--- src/rtl/edge_stream_packer_if.sv ---
// Byte-stream handshake between the edge packer and its downstream consumer.
// The producer drives valid/byte/last and the consumer returns ready.
interface edge_stream_packer_if;
  logic       o_valid;
  logic [7:0] o_byte;
  logic       o_last;
  logic       i_ready;

  modport master (output o_valid, output o_byte, output o_last, input i_ready);
  modport slave  (input o_valid, input o_byte, input o_last, output i_ready);
endinterface

--- src/rtl/edge_stream_packer.sv ---
// Binarises one frame of edge pixels, packs 8 per byte MSB-first with per-row padding,
// and streams the bytes through a first-word-fall-through FIFO to a valid/ready consumer.
//
// state   | meaning
// IDLE    | waiting for i_start, pixels ignored
// CAPTURE | binarising and packing pixels of the armed frame
// DRAIN   | frame packed, waiting for the pending byte and FIFO to empty
module edge_stream_packer #(
  parameter int H_RES      = 170,
  parameter int V_RES      = 240,
  parameter int EDGE_TH    = 128,
  parameter int FIFO_DEPTH = 64
) (
  input  logic                 clk,
  input  logic                 rst,
  input  logic                 i_start,
  input  logic                 i_de,
  input  logic [7:0]           i_data,
  edge_stream_packer_if.master bus,
  output logic                 o_busy,
  output logic                 o_frame_done,
  output logic                 o_overflow
);

  localparam int CW = (H_RES > 1) ? $clog2(H_RES) : 1;
  localparam int RW = (V_RES > 1) ? $clog2(V_RES) : 1;
  localparam int AW = (FIFO_DEPTH > 1) ? $clog2(FIFO_DEPTH) : 1;
  localparam logic [CW-1:0] COL_LAST = CW'(H_RES - 1);
  localparam logic [RW-1:0] ROW_LAST = RW'(V_RES - 1);
  localparam logic [AW:0]   FULL_CNT = (AW+1)'(FIFO_DEPTH);
  localparam logic [8:0]    TH       = 9'(EDGE_TH);

  typedef enum logic [1:0] {IDLE = 2'd0, CAPTURE = 2'd1, DRAIN = 2'd2} state_t;

  state_t        state, state_nxt;
  logic [CW-1:0] col;
  logic [RW-1:0] row;
  logic [2:0]    bit_cnt;
  logic [7:0]    sr;
  logic [7:0]    byte_nxt;
  logic          pend;
  logic [8:0]    pend_data;

  logic [8:0]    mem [FIFO_DEPTH];
  logic [AW-1:0] wptr, rptr;
  logic [AW:0]   count;
  logic [8:0]    rd_word;

  logic start_ok, pix, pix_bit, col_end, row_end, emit, frame_end;
  logic fifo_rd, fifo_wr, fifo_empty;

  assign start_ok  = (state == IDLE) && i_start;
  assign pix       = (state == CAPTURE) && i_de;
  assign pix_bit   = {1'b0, i_data} >= TH;
  assign col_end   = (col == COL_LAST);
  assign row_end   = (row == ROW_LAST);
  assign emit      = pix && ((bit_cnt == 3'd7) || col_end);
  assign frame_end = pix && col_end && row_end;

  always_comb begin
    byte_nxt = sr;
    byte_nxt[3'd7 - bit_cnt] = pix_bit;
  end

  // ---------------- FSM ----------------
  always_ff @(posedge clk or posedge rst) begin
    if (rst) state <= IDLE;
    else     state <= state_nxt;
  end

  always_comb begin
    state_nxt = state;
    case (state)
      IDLE:    if (i_start) state_nxt = CAPTURE;
      CAPTURE: if (frame_end) state_nxt = DRAIN;
      DRAIN:   if (!pend && fifo_empty) state_nxt = IDLE;
      default: state_nxt = IDLE;
    endcase
  end

  always_comb begin
    o_busy       = (state != IDLE);
    o_frame_done = (state == DRAIN) && !pend && fifo_empty;
  end

  // ---------------- pixel packing ----------------
  // Completed bytes wait one cycle in pend before entering the FIFO.
  always_ff @(posedge clk or posedge rst) begin
    if (rst) begin
      col       <= '0;
      row       <= '0;
      bit_cnt   <= '0;
      sr        <= '0;
      pend      <= 1'b0;
      pend_data <= '0;
    end else begin
      pend <= emit;
      if (start_ok) begin
        col     <= '0;
        row     <= '0;
        bit_cnt <= '0;
        sr      <= '0;
      end else if (pix) begin
        if (emit) begin
          sr        <= '0;
          bit_cnt   <= '0;
          pend_data <= {col_end && row_end, byte_nxt};
        end else begin
          sr      <= byte_nxt;
          bit_cnt <= bit_cnt + 3'd1;
        end
        if (col_end) begin
          col <= '0;
          row <= row_end ? '0 : row + RW'(1);
        end else begin
          col <= col + CW'(1);
        end
      end
    end
  end

  // ---------------- byte FIFO ----------------
  assign fifo_empty = (count == '0);
  assign fifo_rd    = !fifo_empty && bus.i_ready;
  // A full FIFO still takes a write when the head is leaving the same cycle.
  assign fifo_wr    = pend && ((count != FULL_CNT) || fifo_rd);
  assign rd_word    = mem[rptr];

  always_ff @(posedge clk) begin
    if (fifo_wr) mem[wptr] <= pend_data;
  end

  always_ff @(posedge clk or posedge rst) begin
    if (rst) begin
      wptr       <= '0;
      rptr       <= '0;
      count      <= '0;
      o_overflow <= 1'b0;
    end else begin
      if (fifo_wr) wptr <= wptr + AW'(1);
      if (fifo_rd) rptr <= rptr + AW'(1);
      case ({fifo_wr, fifo_rd})
        2'b10:   count <= count + (AW+1)'(1);
        2'b01:   count <= count - (AW+1)'(1);
        default: count <= count;
      endcase
      if (start_ok)             o_overflow <= 1'b0;
      else if (pend && !fifo_wr) o_overflow <= 1'b1;
    end
  end

  assign bus.o_valid = !fifo_empty;
  assign bus.o_byte  = fifo_empty ? 8'h00 : rd_word[7:0];
  assign bus.o_last  = !fifo_empty && rd_word[8];

endmodule
--- src/flat_wrapper.sv ---
// flat-port wrapper written by rule: the top's interface ports become plain ports
module edge_stream_packer_flat 
#(
  parameter int H_RES      = 170,
  parameter int V_RES      = 240,
  parameter int EDGE_TH    = 128,
  parameter int FIFO_DEPTH = 64
)
  (clk, rst, i_start, i_de, i_data, o_busy, o_frame_done, o_overflow, bus_o_valid, bus_o_byte, bus_o_last, bus_i_ready);
  edge_stream_packer_if bus_i ();
  input  logic clk;
  input  logic rst;
  input  logic i_start;
  input  logic i_de;
  input  logic [7:0] i_data;
  output logic o_busy;
  output logic o_frame_done;
  output logic o_overflow;
  output wire logic [$bits(bus_i.o_valid)-1:0] bus_o_valid;
  output wire logic [$bits(bus_i.o_byte)-1:0] bus_o_byte;
  output wire logic [$bits(bus_i.o_last)-1:0] bus_o_last;
  input wire logic [$bits(bus_i.i_ready)-1:0] bus_i_ready;
  assign bus_o_valid = bus_i.o_valid;
  assign bus_o_byte = bus_i.o_byte;
  assign bus_o_last = bus_i.o_last;
  assign bus_i.i_ready = bus_i_ready;
  edge_stream_packer #(.H_RES(H_RES), .V_RES(V_RES), .EDGE_TH(EDGE_TH), .FIFO_DEPTH(FIFO_DEPTH)) u_core (.clk(clk), .rst(rst), .i_start(i_start), .i_de(i_de), .i_data(i_data), .bus(bus_i), .o_busy(o_busy), .o_frame_done(o_frame_done), .o_overflow(o_overflow));
endmodule
--- config.mk ---
export PLATFORM = sky130hd
export DESIGN_NAME = edge_stream_packer_flat
export DESIGN_NICKNAME = d
export VERILOG_FILES = /design/src/rtl/edge_stream_packer_if.sv /design/src/rtl/edge_stream_packer.sv /design/src/flat_wrapper.sv
export SDC_FILE = /design/constraint.sdc
export NUM_CORES = 1
export LEC_CHECK = 0
export ABC_AREA = 0
export CAP_MARGIN = 5
export CORE_ASPECT_RATIO = 2
export CORE_UTILIZATION = 30
export DETAILED_ROUTE_END_ITERATION = 6
export PLACE_DENSITY_LB_ADDON = 0.1
export SKIP_LAST_GASP = 1
export SYNTH_ARGS = -nofsm -noshare
export SYNTH_HDL_FRONTEND = slang
export SYNTH_SLANG_ARGS = --single-unit
--- constraint.sdc ---
create_clock -name clk -period 3.8 [get_ports clk]
set_input_delay 0.76 -clock clk [delete_from_list [all_inputs] [get_ports clk]]
set_output_delay 0.76 -clock clk [all_outputs]
set_load 0.02 [all_outputs]
; ---- Word-level counts from Yosys, hierarchy flattened
; Memories as Yosys holds them, arrays and structs flattened.
; Cells that the tools add are included.
[totals]
reg_bits = 59
ram_bits = 576
inputBits = 13
output_inout_bits = 13
n_memories = 1
[op_classes]
add_sub_neg = 8
n_lt_le_gt_ge = 3
n_eq_ne = 11
n_mux = 26
bitwise_logic = 1
n_reduce_logical = 29
[mem_list]
columns = name, depth, width, rd, rd_clocked_by_memory_dff, wr, line_no
row1 = u_core.mem, 64, 9, 1, 0, 1, edge_stream_packer.sv:44  ; logic [8:0] mem [FIFO_DEPTH];
[op_table]
columns = operator, count
row1 = 8-bit 2-to-1 mux, 11
row2 = 8-bit by 1-bit adder with 8-bit output (second input constant), 2
row3 = 8-bit == test (second input constant), 2
row4 = 1-bit logical AND, 14
row5 = 7-bit one-hot mux with 2 select lines, 1
row6 = 6-bit by 1-bit adder with 6-bit output (second input constant), 2
row7 = 2-bit nonzero test, 5
row8 = 3-bit 2-to-1 mux, 3
row9 = 8-bit bitwise mux, 1
row10 = 8-bit greater-or-equal comparator (second input constant), 1
row11 = 7-bit by 1-bit adder with 7-bit output (second input constant), 1
row12 = 7-bit zero test, 1
row13 = 7-bit != test (second input constant), 1
row14 = 7-bit by 1-bit subtractor with 7-bit output (second input constant), 1
row15 = 2-bit 2-to-1 mux, 3
row16 = 2-bit one-hot mux with 3 select lines, 1
row17 = 3-bit AND reduction, 2
row18 = 1-bit 2-to-1 mux, 5
row19 = 2-bit by 1-bit == test with 1-bit output (second input constant), 2
row20 = 2-bit == test (second input constant), 2
row21 = 3-bit by 4-bit less-than comparator with 1-bit output (second input constant), 1
row22 = 2-bit by 1-bit != test with 1-bit output (second input constant), 2
row23 = 3-bit by 1-bit adder with 3-bit output (second input constant), 1
row24 = 1-bit demux with 3-bit select, 1
row25 = 9 further kinds, 12

; ---- Longest topological paths before layout
[logic_depth]
ltp_word = 9
ltp_mapped = 14
ltp_nobuf = 11

; ---- Worst setup path before layout
; OpenSTA, ideal clock, no wires.
[synth_path]
kind = reg-to-reg
from = reg u_core.count[1]
to = reg u_core.count[4]
t_arrival_ps = 3261
t_required_ps = 3721
setup_slack_ps = 459
stages_incl_launch_ff = 15
path_buffers = 3
synth_period_minus_slack_ps = 3341
path_cell_list = dfrtp_1 -> buf_2 -> nor4_2 -> nand3b_1 -> and2_1 -> clkbuf_1 -> ha_1 -> clkbuf_1 -> xor2_1 -> ha_1 -> and3b_1 -> o21ai_0 -> or2_2 -> a21oi_1 -> xor2_1
[synth_between]
elab_chain_len = 7
[synth_rtl]
columns = element, line_no
row1 = "start, declared", edge_stream_packer.sv:46  ; logic [AW:0] count;
row2 = "start signal, assigned", edge_stream_packer.sv:143  ; 2'b10: count <= count + (AW+1)'(1);
row3 = "start signal, assigned", edge_stream_packer.sv:144  ; 2'b01: count <= count - (AW+1)'(1);
row4 = "start signal, assigned", edge_stream_packer.sv:145  ; default: count <= count;
row5 = 7-bit zero test (*), edge_stream_packer.sv:123  ; assign fifo_empty = (count == '0);
row6 = 1-bit zero test (*), -
row7 = via bus_o_valid, flat_wrapper.sv:19  ; output wire logic [$bits(bus_i.o_valid)-1:0] bus_o_valid;
row8 = 1-bit logical AND (*), edge_stream_packer.sv:124  ; assign fifo_rd = !fifo_empty && bus.i_ready;
row9 = via u_core.fifo_rd, edge_stream_packer.sv:50  ; logic fifo_rd, fifo_wr, fifo_empty;
row10 = 1-bit logical OR, edge_stream_packer.sv:126  ; assign fifo_wr = pend && ((count != FULL_CNT) || fifo_rd);
row11 = 1-bit logical AND, edge_stream_packer.sv:126
row12 = 2-bit by 1-bit == test with 1-bit output / 2-bit == test (equally long branches), edge_stream_packer.sv:142  ; case ({fifo_wr, fifo_rd})
row13 = 7-bit one-hot mux with 2 select lines / 2-bit nonzero test (equally long branches), -
; Mark *: on every way through the listed nets, which the timed path passes. The rest lies on a longest branch.
; A chain may end at the register's enable or synchronous reset.

; ---- Final worst setup path
[layout_path]
from = reg u_core.rptr[0]
to = out bus_o_byte[2]
[layout_between]
elab_chain_len = 2
[layout_rtl]
columns = element, line_no
row1 = "start, declared", edge_stream_packer.sv:45  ; logic [AW-1:0] wptr, rptr;
row2 = "start signal, assigned", edge_stream_packer.sv:141  ; if (fifo_rd) rptr <= rptr + AW'(1);
row3 = memory read 64 x 9 bit, -
row4 = 8-bit 2-to-1 mux, edge_stream_packer.sv:153  ; assign bus.o_byte = fifo_empty ? 8'h00 : rd_word[7:0];
row5 = "end, declared", flat_wrapper.sv:20  ; output wire logic [$bits(bus_i.o_byte)-1:0] bus_o_byte;
; No other way between the ends.

==> results.yml <==
critical_path:
  worstPathArrival_ns: 3.02
  crit_type: "reg2out"
  startpoint: "u_core.rptr[0]"
  cp.required_ns: 3.04
  start_kind: "register"
  r2r-start: "u_core.count[0]"
  cp_max_fo: 6
  crit_path_end_kind: "primary output"
placement:
  gp_congestion: 0.796
  dp_cells: 2553
  port_buffers: 18
  dp_slack_ns: -0.0665
  dpl.hpwl_um: 46500
timing:
  setup_viol: 0
  slew-limit-headroom_pct: 21.6
  setup_ws_ns: 0.0167
  tightest_slew_ns: 1.18
  rsz0062_at_grt: "yes"
  tns_ns: 0
  hold_violations: 0
  fin_crit_sh_pct: 99.6
  fmax_ghz: 0.264
  post-route-min-period_ns: 3.78
  report.final.slew_viol_count: 0
  finClkSkew_ns: 0.0399
logic_synthesis:
  synthFlopType: "edfxtp_1"
  ys_seq_elements: 635
  syn-num-nets: 1407
  seq_area_frac_synth_pct: 74.1
  avgSynthCellArea_um2: 18.3
  synth_area_um2: 25300
  ys_warn_count: 0
  synth_cell_types: 60
  synthCells: 1384
  synth-edff-count: 576
  async_flop_share_pct: 9.29
finish:
  final_cells: 2675
  finalNetCount: 1590
  n_antenna_cell: 0
  drive_above_1_share_pct: 28.2
  syn_to_final_growth_pct: 19.9
clock_network:
  htree_levels: 2
  clk_pin_slew_ns: 0.06
  cts_root_buffer: "clkbuf_16"
  cts_buffers: 58
  cts_max_path_buffers: 3
  cts_sinks: 635
  cts_tree: "yes"
  clk_latency_ns: 0.65
floorplanning:
  dieArea_um2: 85700
  initial_core_util_pct: 30.3
  pin_count: 26
  die_height_um: 413
  coreArea_um2: 83500
  num_rows: 150
  chipWidth_um: 208
drt:
  avgRoutedWirePerCell_um: 26.3
  drc: 0
  avgViaCountPerCell: 4.91
  dr.pass1.iters: 4
  vias: 13131
  drt_iter0_drc: 662
  ant_nets: 0
  routed_wirelength_um: 70300
global_routing:
  grt_max_degree: 60
  overflow: 0
  use_met1_pct: 18.1
  global_route.usage.met2_pct: 32.7
  grt_first_pass_wirelength_um: 101000
  met3_usage_pct: 1.79
  antenna_found_initial: 0
  grtUsageTotal_pct: 16.7
  busiest_layer: "met2"
  first_global_vias: 14034
job:
  drv_cap: 0
min_path:
  hold_class: "reg2reg"
  min-delay-start: "u_core.count[6]"
power_and_ir_drop:
  power_density_nw_per_um2: 779
  p_leak_nw: 10.3
  ir_drop_uv: 379
status:
  status: "finished clean"
[layer usage]
layer / part of all wire (%) / vias to the layer above / wire, um
met1: 37 / 6893 / 26300
li1: - / 5936 / -
met3: 2.7 / 97 / 1910
met4: 3.5 / 0 / 2450
met2: 56 / 205 / 39600
met5: 0 / - / 0
[worst max-delay path: stages, from the launching register on]
cell and delay [ns]:
dfrtp_4 0.45, buf_12 0.15, buf_4 0.15, bufbuf_16 0.28, mux4_2 0.49, a221o_1 0.43
a32o_2 0.27, buf_2 0.16
[flip-flops by register name, indices dropped and copies added (netlist names)]
signal and count:
u_core.bit_cnt 3, u_core.pend 1, u_core.state 2, u_core.mem 576
u_core.row 8, u_core.sr 8, u_core.count 7, u_core.wptr 6
u_core.rptr 6, u_core.col 8, u_core.pend_data 9, u_core.o_overflow 1
[metrics by stage]
stage	instance area, um2	hold WS [ns]	util (%)	total power, mW
2_1_floorplan	25300	0.447	-	13.5
3_3_place_gp	27900	0.463	33.4	17.0
3_5_place_dp	27900	0.476	33.4	17.1
4_1_cts	30300	0.489	36.3	24.0
5_1_grt	30400	0.520	36.4	24.6
6_report	30400	0.481	36.4	23.7
[Yosys cell counts, drive strengths merged, types with 4 or more instances]
master,number,area [um2]
a221o,5,50.1
a22o,14,123
o32ai,4,35.0
o21ai,35,175
nor2b,4,25.0
nand2b,4,25.0
mux2,8,90.1
xor2,14,123
or2,4,25.0
and3,6,37.5
nand2,45,169
buf,44,287
nand3b,11,82.6
xnor2,10,87.6
a211oi,15,113
a221oi,8,70.1
nor2,113,424
o221ai,14,123
nand3,15,75.1
a32o,4,40.0
a22oi,7,52.6
clkbuf,38,143
edfxtp,576,17300
nand4,5,31.3
a41o,4,40.0
dfrtp,59,1480
and3b,4,35.0
a211o,8,70.1
mux2i,100,1000
mux4,100,2260
inv,9,33.8
o22ai,18,113
a2111oi,4,47.6
a21oi,24,120
o22a,4,35.0
ha,10,125
nor3,5,25.0
[cell families (layout without fill, tap and decap cells)]
kind of cell             after synthesis  after routing  synth area share, %
AND/OR/NAND/NOR                      231            231                 4.24
flip-flops                           635            635                 74.1
multiplexers                         208            208                 13.2
buffers and inverters                 91            318                 1.83
adder cells (fa/ha/maj)               10             10                0.494
AO/OA/AOI/OAI                        185            185                 5.30
XOR/XNOR                              24             24                0.829
[path summary, 6_finish.rpt]
check | slack (ns) | end | cells after the start
worst max-delay path | 0.02 | bus_o_byte[2] | 7
worst min-delay path | 0.48 | u_core.count[6] | 1
worst max register to register | 0.73 | u_core.count[6] | 12
worst min register to register | 0.48 | u_core.count[6] | 1
max in group asynchronous | 2.45 | u_core.rptr[0] | 3
min in group asynchronous | 0.67 | u_core.count[3] | 3
[placed cells by master (no fill, tap or decap), drive strengths merged, types with 18 or more instances in the layout]
cell | Yosys | routed
a21oi | 24 | 24
buf | 44 | 195
clkbuf | 38 | 63
clkinv | 0 | 24
dfrtp | 59 | 59
edfxtp | 576 | 576
mux2i | 100 | 100
mux4 | 100 | 100
nand2 | 45 | 45
nor2 | 113 | 113
o21ai | 35 | 35
o22ai | 18 | 18
[repair_timing]
item / 4_1_cts / 5_1_grt
gates resized for setup: 108 / 21
pin swaps: 16 / 13
hold buffers: 0 / 0
gates cloned: 3 / 0
setup buffers: 15 / 0
endpoints found under the setup margin: 10 / 9
[cell type report]
class,count,area (um2)
clock buffers,63,1470
clock inverters,41,488
fillers,7709,53100
inverters,9,33.8
multi-input cells,658,6340
flip-flops and latches,635,18800
well taps,1064,1330
repair buffers,205,1920
[power by group]
group          internal [mW]  total, mW  switching, mW
clock network           3.48       6.15           2.68
registers               8.80       9.70          0.902
logic                   3.51       7.82           4.31
total                   15.8       23.7           7.88
Power figures use the tool's default switching activity.
